`config.mk`:
```
export PLATFORM = sky130hd
export DESIGN_NAME = wb_arbiter_flat
export DESIGN_NICKNAME = d
export VERILOG_FILES = /design/src/rtl/riscv_pkg.sv /design/src/rtl/wb_arbiter_if.sv /design/src/rtl/wb_fifo.sv /design/src/rtl/wb_arbiter.sv /design/src/flat_wrapper.sv
export SDC_FILE = /design/constraint.sdc
export NUM_CORES = 1
export LEC_CHECK = 0
export ABC_CLOCK_PERIOD_IN_PS = 8100
export CELL_PAD_IN_SITES_DETAIL_PLACEMENT = 1
export CELL_PAD_IN_SITES_GLOBAL_PLACEMENT = 2
export CORE_MARGIN = 5
export CORE_UTILIZATION = 34
export CTS_BUF_LIST = sky130_fd_sc_hd__clkbuf_16
export CTS_CLUSTER_DIAMETER = 50
export DETAILED_ROUTE_END_ITERATION = 8
export PLACE_DENSITY = 0.9
export SLEW_MARGIN = 20
export SYNTH_ARGS = -nofsm -noshare
export SYNTH_HDL_FRONTEND = slang
export SYNTH_SLANG_ARGS = --single-unit
```
`constraint.sdc`:
```
create_clock -name i_CLK -period 8.1 [get_ports i_CLK]
set_clock_uncertainty 0.2 [all_clocks]
set_input_delay 1.62 -clock i_CLK [delete_from_list [all_inputs] [get_ports i_CLK]]
set_output_delay 1.62 -clock i_CLK [all_outputs]
set_load 0.02 [all_outputs]
```
`src/rtl/riscv_pkg.sv`:
```
// Shared core constants and the register-address helper used by the write-back stage.
package riscv_pkg;

    localparam int XLEN            = 32;
    localparam int REG_AW          = 5;
    localparam int NUM_REGS        = 1 << REG_AW;
    localparam int AGE_MAX_DEFAULT = 3;

    typedef logic [REG_AW-1:0] reg_addr_t;

    // One-hot register mask; x0 never maps to a bit so it can never be tracked.
    function automatic logic [NUM_REGS-1:0] reg_onehot(input reg_addr_t rd);
        reg_onehot = '0;
        if (rd != '0) reg_onehot[rd] = 1'b1;
    endfunction

endpackage

```
`src/rtl/wb_arbiter_if.sv`:
```
// Write-back bundle: ALU and long result ports, issue/scoreboard queries, register-file write port.
interface wb_arbiter_if #(
    parameter int XLEN = riscv_pkg::XLEN
);
    logic                  i_AluValid;
    logic                  o_AluReady;
    riscv_pkg::reg_addr_t  i_AluRd;
    logic [XLEN-1:0]       i_AluData;

    logic                  i_LongValid;
    logic                  o_LongReady;
    riscv_pkg::reg_addr_t  i_LongRd;
    logic [XLEN-1:0]       i_LongData;

    logic                  i_Issue;
    riscv_pkg::reg_addr_t  i_IssueRd;
    logic                  i_IssueLong;

    riscv_pkg::reg_addr_t  i_A1;
    riscv_pkg::reg_addr_t  i_A2;
    logic                  o_Busy1;
    logic                  o_Busy2;

    riscv_pkg::reg_addr_t  o_A3;
    logic                  o_WE3;
    logic [XLEN-1:0]       o_WD3;

    modport slave (
        input  i_AluValid, i_AluRd, i_AluData,
        input  i_LongValid, i_LongRd, i_LongData,
        input  i_Issue, i_IssueRd, i_IssueLong, i_A1, i_A2,
        output o_AluReady, o_LongReady, o_Busy1, o_Busy2, o_A3, o_WE3, o_WD3
    );

    modport master (
        output i_AluValid, i_AluRd, i_AluData,
        output i_LongValid, i_LongRd, i_LongData,
        output i_Issue, i_IssueRd, i_IssueLong, i_A1, i_A2,
        input  o_AluReady, o_LongReady, o_Busy1, o_Busy2, o_A3, o_WE3, o_WD3
    );

endinterface

```
`src/rtl/wb_fifo.sv`:
```
// Small circular buffer for long-latency results; the head is only visible once the
// push has been registered, which gives the one-cycle minimum latency.
module wb_fifo #(
    parameter int WIDTH = 37,
    parameter int DEPTH = 2
) (
    input  logic             i_CLK,
    input  logic             i_Reset,
    input  logic             push,
    input  logic [WIDTH-1:0] push_data,
    input  logic             pop,
    output logic [WIDTH-1:0] head_data,
    output logic             full,
    output logic             empty
);

    localparam int PTR_W = (DEPTH > 1) ? $clog2(DEPTH) : 1;
    localparam int CNT_W = $clog2(DEPTH + 1);

    logic [WIDTH-1:0] mem [DEPTH];
    logic [PTR_W-1:0] wr_ptr;
    logic [PTR_W-1:0] rd_ptr;
    logic [CNT_W-1:0] count;
    logic             do_push;
    logic             do_pop;

    function automatic logic [PTR_W-1:0] next_ptr(input logic [PTR_W-1:0] p);
        return (p == PTR_W'(DEPTH - 1)) ? '0 : p + 1'b1;
    endfunction

    assign full      = (count == CNT_W'(DEPTH));
    assign empty     = (count == '0);
    assign do_push   = push && !full;
    assign do_pop    = pop && !empty;
    assign head_data = mem[rd_ptr];

    always_ff @(posedge i_CLK or negedge i_Reset) begin
        if (!i_Reset) begin
            wr_ptr <= '0;
            rd_ptr <= '0;
            count  <= '0;
        end else begin
            if (do_push) wr_ptr <= next_ptr(wr_ptr);
            if (do_pop)  rd_ptr <= next_ptr(rd_ptr);
            case ({do_push, do_pop})
                2'b10:   count <= count + 1'b1;
                2'b01:   count <= count - 1'b1;
                default: count <= count;
            endcase
        end
    end

    // NOTE: storage is deliberately not reset; count gates every read, so stale
    // entries are never observed and the array can map onto plain registers/RAM.
    always_ff @(posedge i_CLK) begin
        if (do_push) mem[wr_ptr] <= push_data;
    end

endmodule

```
`src/rtl/wb_arbiter.sv`:
```
// Register-file write-back arbiter: combinational ALU path, buffered long path with
// age-based priority, and a pending-write scoreboard for long-latency destinations.
module wb_arbiter #(
    parameter int XLEN       = riscv_pkg::XLEN,
    parameter int FIFO_DEPTH = 2,
    parameter int AGE_MAX    = riscv_pkg::AGE_MAX_DEFAULT
) (
    input  logic        i_CLK,
    input  logic        i_Reset,
    wb_arbiter_if.slave bus
);

    localparam int AW    = riscv_pkg::REG_AW;
    localparam int NR    = riscv_pkg::NUM_REGS;
    localparam int AGE_W = (AGE_MAX < 1) ? 1 : $clog2(AGE_MAX + 1);

    typedef struct packed {
        logic [AW-1:0]   rd;
        logic [XLEN-1:0] data;
    } long_ent_t;

    long_ent_t        push_ent;
    long_ent_t        head_ent;
    logic             fifo_full;
    logic             fifo_empty;
    logic             head_valid;
    logic             by_age;
    logic             long_win;
    logic             alu_fire;
    logic [AGE_W-1:0] age;
    logic [NR-1:0]    pending;
    logic [NR-1:0]    set_mask;
    logic [NR-1:0]    clr_mask;

    assign push_ent = '{rd: bus.i_LongRd, data: bus.i_LongData};

    wb_fifo #(
        .WIDTH ($bits(long_ent_t)),
        .DEPTH (FIFO_DEPTH)
    ) u_fifo (
        .i_CLK     (i_CLK),
        .i_Reset   (i_Reset),
        .push      (bus.i_LongValid),
        .push_data (push_ent),
        .pop       (long_win),
        .head_data (head_ent),
        .full      (fifo_full),
        .empty     (fifo_empty)
    );

    // The head steals the port from the ALU only once it has waited AGE_MAX cycles.
    assign head_valid = !fifo_empty;
    assign by_age     = head_valid && (age == AGE_W'(AGE_MAX));
    assign long_win   = head_valid && (!bus.i_AluValid || by_age);
    assign alu_fire   = bus.i_AluValid && !by_age && i_Reset;

    assign bus.o_AluReady  = !by_age;
    assign bus.o_LongReady = !fifo_full;

    // NOTE: every output gets a default before the branches so no latch is inferred.
    always_comb begin
        bus.o_WE3 = 1'b0;
        bus.o_A3  = bus.i_AluRd;
        bus.o_WD3 = bus.i_AluData;
        if (long_win) begin
            bus.o_A3  = head_ent.rd;
            bus.o_WD3 = head_ent.data;
            bus.o_WE3 = (head_ent.rd != '0);
        end else if (alu_fire) begin
            bus.o_WE3 = (bus.i_AluRd != '0);
        end
    end

    always_ff @(posedge i_CLK or negedge i_Reset) begin
        if (!i_Reset)                   age <= '0;
        else if (!head_valid || long_win) age <= '0;
        else if (!by_age)               age <= age + 1'b1;
    end

    assign set_mask = (bus.i_Issue && bus.i_IssueLong) ? riscv_pkg::reg_onehot(bus.i_IssueRd) : '0;
    assign clr_mask = long_win ? riscv_pkg::reg_onehot(head_ent.rd) : '0;

    // A new issue to a register retiring this cycle must stay pending: set wins.
    always_ff @(posedge i_CLK or negedge i_Reset) begin
        if (!i_Reset) pending <= '0;
        else          pending <= (pending & ~clr_mask) | set_mask;
    end

    assign bus.o_Busy1 = (bus.i_A1 != '0) && pending[bus.i_A1];
    assign bus.o_Busy2 = (bus.i_A2 != '0) && pending[bus.i_A2];

endmodule

```
`src/flat_wrapper.sv`:
```
// flat-port wrapper written by rule: the top's interface ports become plain ports
module wb_arbiter_flat 
#(
    parameter int XLEN       = riscv_pkg::XLEN,
    parameter int FIFO_DEPTH = 2,
    parameter int AGE_MAX    = riscv_pkg::AGE_MAX_DEFAULT
)
  (i_CLK, i_Reset, bus_i_AluValid, bus_i_AluRd, bus_i_AluData, bus_i_LongValid, bus_i_LongRd, bus_i_LongData, bus_i_Issue, bus_i_IssueRd, bus_i_IssueLong, bus_i_A1, bus_i_A2, bus_o_AluReady, bus_o_LongReady, bus_o_Busy1, bus_o_Busy2, bus_o_A3, bus_o_WE3, bus_o_WD3);
  wb_arbiter_if #(.XLEN(XLEN)) bus_i ();
  input  logic i_CLK;
  input  logic i_Reset;
  input wire logic [$bits(bus_i.i_AluValid)-1:0] bus_i_AluValid;
  input wire logic [$bits(bus_i.i_AluRd)-1:0] bus_i_AluRd;
  input wire logic [$bits(bus_i.i_AluData)-1:0] bus_i_AluData;
  input wire logic [$bits(bus_i.i_LongValid)-1:0] bus_i_LongValid;
  input wire logic [$bits(bus_i.i_LongRd)-1:0] bus_i_LongRd;
  input wire logic [$bits(bus_i.i_LongData)-1:0] bus_i_LongData;
  input wire logic [$bits(bus_i.i_Issue)-1:0] bus_i_Issue;
  input wire logic [$bits(bus_i.i_IssueRd)-1:0] bus_i_IssueRd;
  input wire logic [$bits(bus_i.i_IssueLong)-1:0] bus_i_IssueLong;
  input wire logic [$bits(bus_i.i_A1)-1:0] bus_i_A1;
  input wire logic [$bits(bus_i.i_A2)-1:0] bus_i_A2;
  output wire logic [$bits(bus_i.o_AluReady)-1:0] bus_o_AluReady;
  output wire logic [$bits(bus_i.o_LongReady)-1:0] bus_o_LongReady;
  output wire logic [$bits(bus_i.o_Busy1)-1:0] bus_o_Busy1;
  output wire logic [$bits(bus_i.o_Busy2)-1:0] bus_o_Busy2;
  output wire logic [$bits(bus_i.o_A3)-1:0] bus_o_A3;
  output wire logic [$bits(bus_i.o_WE3)-1:0] bus_o_WE3;
  output wire logic [$bits(bus_i.o_WD3)-1:0] bus_o_WD3;
  assign bus_i.i_AluValid = bus_i_AluValid;
  assign bus_i.i_AluRd = bus_i_AluRd;
  assign bus_i.i_AluData = bus_i_AluData;
  assign bus_i.i_LongValid = bus_i_LongValid;
  assign bus_i.i_LongRd = bus_i_LongRd;
  assign bus_i.i_LongData = bus_i_LongData;
  assign bus_i.i_Issue = bus_i_Issue;
  assign bus_i.i_IssueRd = bus_i_IssueRd;
  assign bus_i.i_IssueLong = bus_i_IssueLong;
  assign bus_i.i_A1 = bus_i_A1;
  assign bus_i.i_A2 = bus_i_A2;
  assign bus_o_AluReady = bus_i.o_AluReady;
  assign bus_o_LongReady = bus_i.o_LongReady;
  assign bus_o_Busy1 = bus_i.o_Busy1;
  assign bus_o_Busy2 = bus_i.o_Busy2;
  assign bus_o_A3 = bus_i.o_A3;
  assign bus_o_WE3 = bus_i.o_WE3;
  assign bus_o_WD3 = bus_i.o_WD3;
  wb_arbiter #(.XLEN(XLEN), .FIFO_DEPTH(FIFO_DEPTH), .AGE_MAX(AGE_MAX)) u_core (.i_CLK(i_CLK), .i_Reset(i_Reset), .bus(bus_i));
endmodule
```
==> Implementation_results.wiki <==
{| class="wikitable"
! Metric !! Value
|-
| Data arrival time of the critical path || 4.29 ns
|-
| Pwr per Cell Area || about 310 nW/um^2
|-
| Launch point of the critical path || bus_i_AluValid
|-
| Area taken by flip-flops and latches || roughly 3100 sq um
|-
| Initial antenna violation count || 1
|-
| Fill count || around 1600
|-
| Final #Nets || 670
|-
| Seq/Total Area, Yosys || about three fifths
|-
| Worst min-delay path endpoint || u_core.age[0]$_DFFE_PN0P_
|-
| Detailed-placement wirelength estimate || 11840 um
|-
| Grt total ovfl || 0
|-
| Number of port buffers || 136
|-
| CP Capture Type || primary output
|-
| Most used cell along the critical path || sky130_fd_sc_hd__clkdlybuf4s50_1
|-
| Unrepaired setup endpoints after global routing || no
|-
| Sum of negative setup slack || 0 ns
|-
| YS warnings || 0
|-
| Buf/Inv on CP || 3
|-
| Startpoint class of the critical path || primary input
|-
| Largest area contributor in the netlist || sky130_fd_sc_hd__edfxtp_1
|-
| Num rows || 45
|-
| Number of violations reported at the end of detailed-routing iteration 0 || 156
|-
| Hold Vio Cnt, Final || 0
|-
| Number of nets in the synthesized netlist || 538
|-
| Final routed DRC violation total || 0
|-
| Number of levels the H-tree was split into || 3
|-
| Die outline area || 18170 sq um
|-
| Clk Latency, worst-skew pair || 0.35 ns
|-
| Depth of the most critical reg-to-reg path || 7
|-
| Fraction of final layout cells with drive strength greater than 1 || 5.709%
|-
| Starting density of the core || 34.71%
|-
| Final setup violation count || 0
|-
| Largest net degree at the start of global routing || 56
|-
| Via count of the first global-routing pass || 4670
|-
| Gate count of the mapped netlist || roughly 440
|-
| Worst EP required || 6.28 ns
|-
| Setup Fix Bufs, Post-CTS || 0
|-
| Leakage power || 2.624 nW
|-
| Number of primary I/O pins || 137
|-
| Die width || between 100 and 150 um
|-
| Maximum clock insertion buffer count || 2
|-
| Number of cells traversed by the worst hold path || 1
|-
| Time the final worst path needs with I/O delays and setup || between 6 and 7 ns
|-
| Number of diodes added for antenna fixing || 0
|-
| Worst hold slack || around 0.26 ns
|-
| Die height || 134.8 um
|-
| Cell type group with the largest total delay on the critical path || buffers and inverters
|-
| Wirelength, routed || between 15000 and 20000 um
|-
| Fraction of registers with async set or reset after synthesis || 33.33%
|-
| All-layer global routing usage || 17.07%
|-
| Worst reg2reg path startpoint || u_core.age[0]$_DFFE_PN0P_
|-
| Register bit count reported by yosys || 111
|-
| Clock Root Buffer || sky130_fd_sc_hd__clkbuf_16
|-
| Top-area cell type share of the netlist area || 41.96%
|-
| Worst reg-to-reg setup slack || 5.38 ns
|-
| Final max-slew violation count || 0
|-
| Result of the run || finished, final reports clean
|-
| Worst hold path type || reg2reg
|-
| Slowest cell delay on critical path || 0.67 ns
|-
| VDD IR-drop max || around 0.00014 V
|-
| Critical Path, Cell by Cell || clkdlybuf4s50_1 -> a21oi_4 -> buf_4 -> nor2_1 -> a21oi_1 -> clkdlybuf4s50_1
|-
| Slew margin rel. || around two fifths
|-
| Area contributors post-synth || sky130_fd_sc_hd__edfxtp_1, sky130_fd_sc_hd__dfrtp_1, sky130_fd_sc_hd__mux2i_1
|-
| Post-Synthesis Mean Instance Area || 12.01 sq um
|-
| Max Fanout on Critical Path || 55
|-
| CTS clk-pin slew, worst paths || 0.07 ns
|-
| CTS sink cnt || 111
|-
| Area of combinational cells with multiple inputs || approximately 2000 sq um
|-
| Growth of design area from synthesis to finish || 34.42%
|-
| Number of routed nets with antenna violations || 0
|-
| Count of flip-flops with a built-in enable after synthesis || between 70 and 80
|-
| Tightest Pin Transition || 0.9048 ns
|-
| Drt pass-1 iters || 4
|-
| Num CTS Buffers || 9
|-
| GP Congestion || 0.8046
|-
| TritonCTS clock tree || yes
|-
| Destination of the worst register-to-register timing path || u_core.u_fifo.count[1]$_DFFE_PN0P_
|-
| Hold_sp || u_core.age[0]$_DFFE_PN0P_
|-
| Post-detailed-route wirelength per cell || 19.44 um
|-
| Via count normalized by instance count || 5.207
|-
| Final clock period utilization by the worst path || between 70% and 80%
|-
| Count of maximum capacitance violations || 0
|-
| Critical-path cell with the highest stage delay || sky130_fd_sc_hd__clkdlybuf4s50_1
|-
| Type of the worst setup path || in2out
|-
| Via Count || 4108
|-
| Count of different cell masters after synthesis || 45
|-
| End-of-flow core utilization || 46.66%
|-
| Area of the core || 15260 sq um
|-
| Synth Flop Type || sky130_fd_sc_hd__edfxtp_1
|-
| Wire length of the first global-routing pass || between 20000 and 25000 um
|-
| Highest clock frequency the design can meet || 163.5 MHz
|-
| # hold bufs at CTS || 0
|-
| Syn Std Cell Area || 5296 sq um
|-
| Cts repair resizes || 0
|}
-- per-stage QoR --
stage	power, W	setup WS [ns]	instance area (sq um)	std cells
floorplan	0.001442	3.628	5296	441
global placement	0.001779	2.073	6812	772
detailed placement	0.001825	1.949	6812	772
CTS	0.002255	1.945	7099	788
global route	0.002373	1.786	7119	789
finish	0.002237	1.985	7119	789
-- worst reg2reg max path: stages, from the launching register on --
cell and delay (ns):
sky130_fd_sc_hd__dfrtp_1 0.36, sky130_fd_sc_hd__ha_1 0.22, sky130_fd_sc_hd__inv_1 0.09, sky130_fd_sc_hd__a21oi_4 0.53, sky130_fd_sc_hd__buf_4 0.57, sky130_fd_sc_hd__ha_1 0.39, sky130_fd_sc_hd__nor2_1 0.14, sky130_fd_sc_hd__xor2_1 0.15
-- per-layer routing --
| metal | global-route usage, % | share of wire [%] |
|---|---|---|
| met5 | 0 | 0.085 |
| met4 | 4.355 | 1.0 |
| met3 | 6.744 | 8.8 |
| met2 | 29.52 | 50 |
| met1 | 19.82 | 40 |
-- synthesized netlist by cell type (all sizes together) (5+ instances only) --
cell / number
nor2b: 8
nand3: 6
nor2: 50
buf: 18
nand2b: 5
inv: 7
a21oi: 36
nand2: 24
mux2i: 53
a2111oi: 6
o21ai: 67
nand4b: 5
edfxtp: 74
dfrtp: 37
-- kinds of logic (layout without fill, tap and decap cells) --
kind of cell             after synthesis  count (layout)  share of synthesized area [%]
multiplexers                          58              58                          11.93
AND/OR/NAND/NOR                      110             110                          9.899
buffers and inverters                 26             163                          3.189
flip-flops                           111             111                          59.44
AO/OA/AOI/OAI                        129             129                          14.25
adder cells (fa/ha/maj)                2               2                         0.4724
XOR/XNOR                               5               5                         0.8270
-- layout make-up --
cell class / count / area share, %
repair buffers: 140 / 19.72
inverters: 7 / 0.3691
clock inverters: 7 / 0.8787
flip-flops and latches: 111 / 44.24
well taps: 211 / 3.708
clock buffers: 9 / 3.163
multi-input cells: 304 / 27.93
-- where the power goes --
group / switching (W) / leakage (nW) / internal [W] / total [W]
logic: 0.000507 / 1.33 / 0.000396 / 0.000903
clock network: 0.000208 / 0.141 / 0.000215 / 0.000423
registers: 0.000120 / 1.16 / 0.000791 / 0.000912
-- layout by cell type (no fill, tap or decap), types with 4 or more instances in the layout --
cell	instances
sky130_fd_sc_hd__clkdlybuf4s50_1	136
sky130_fd_sc_hd__edfxtp_1	74
sky130_fd_sc_hd__o21ai_0	61
sky130_fd_sc_hd__mux2i_1	53
sky130_fd_sc_hd__nor2_1	49
sky130_fd_sc_hd__dfrtp_1	36
sky130_fd_sc_hd__a21oi_1	35
sky130_fd_sc_hd__nand2_1	24
sky130_fd_sc_hd__clkbuf_16	9
sky130_fd_sc_hd__inv_1	8
sky130_fd_sc_hd__nor2b_1	8
sky130_fd_sc_hd__nand3_1	6
sky130_fd_sc_hd__o21ai_1	6
sky130_fd_sc_hd__nand2b_1	5
sky130_fd_sc_hd__nand4b_1	5
sky130_fd_sc_hd__a31oi_1	4
sky130_fd_sc_hd__a2111oi_0	4
sky130_fd_sc_hd__a221oi_1	4
sky130_fd_sc_hd__mux4_2	4
sky130_fd_sc_hd__inv_6	4
-- worst max path at each step --
stage | end | cells after the start | slack [ns]
finish | bus_o_WD3[2] | 6 | 1.99
global route | bus_o_WD3[2] | 6 | 1.79
CTS | bus_o_WD3[2] | 6 | 1.95
detailed placement | bus_o_WD3[2] | 6 | 1.95
global placement | bus_o_WD3[2] | 6 | 2.07
floorplan | bus_o_Busy1 | 5 | 3.63
-- flip-flops by register name (all words and copies together), names as in the netlist --
register              flops
u_core.age                2
u_core.pending           31
u_core.u_fifo.count       2
u_core.u_fifo.mem        74
u_core.u_fifo.rd_ptr      1
u_core.u_fifo.wr_ptr      1
(Power assumes the default switching activity.)
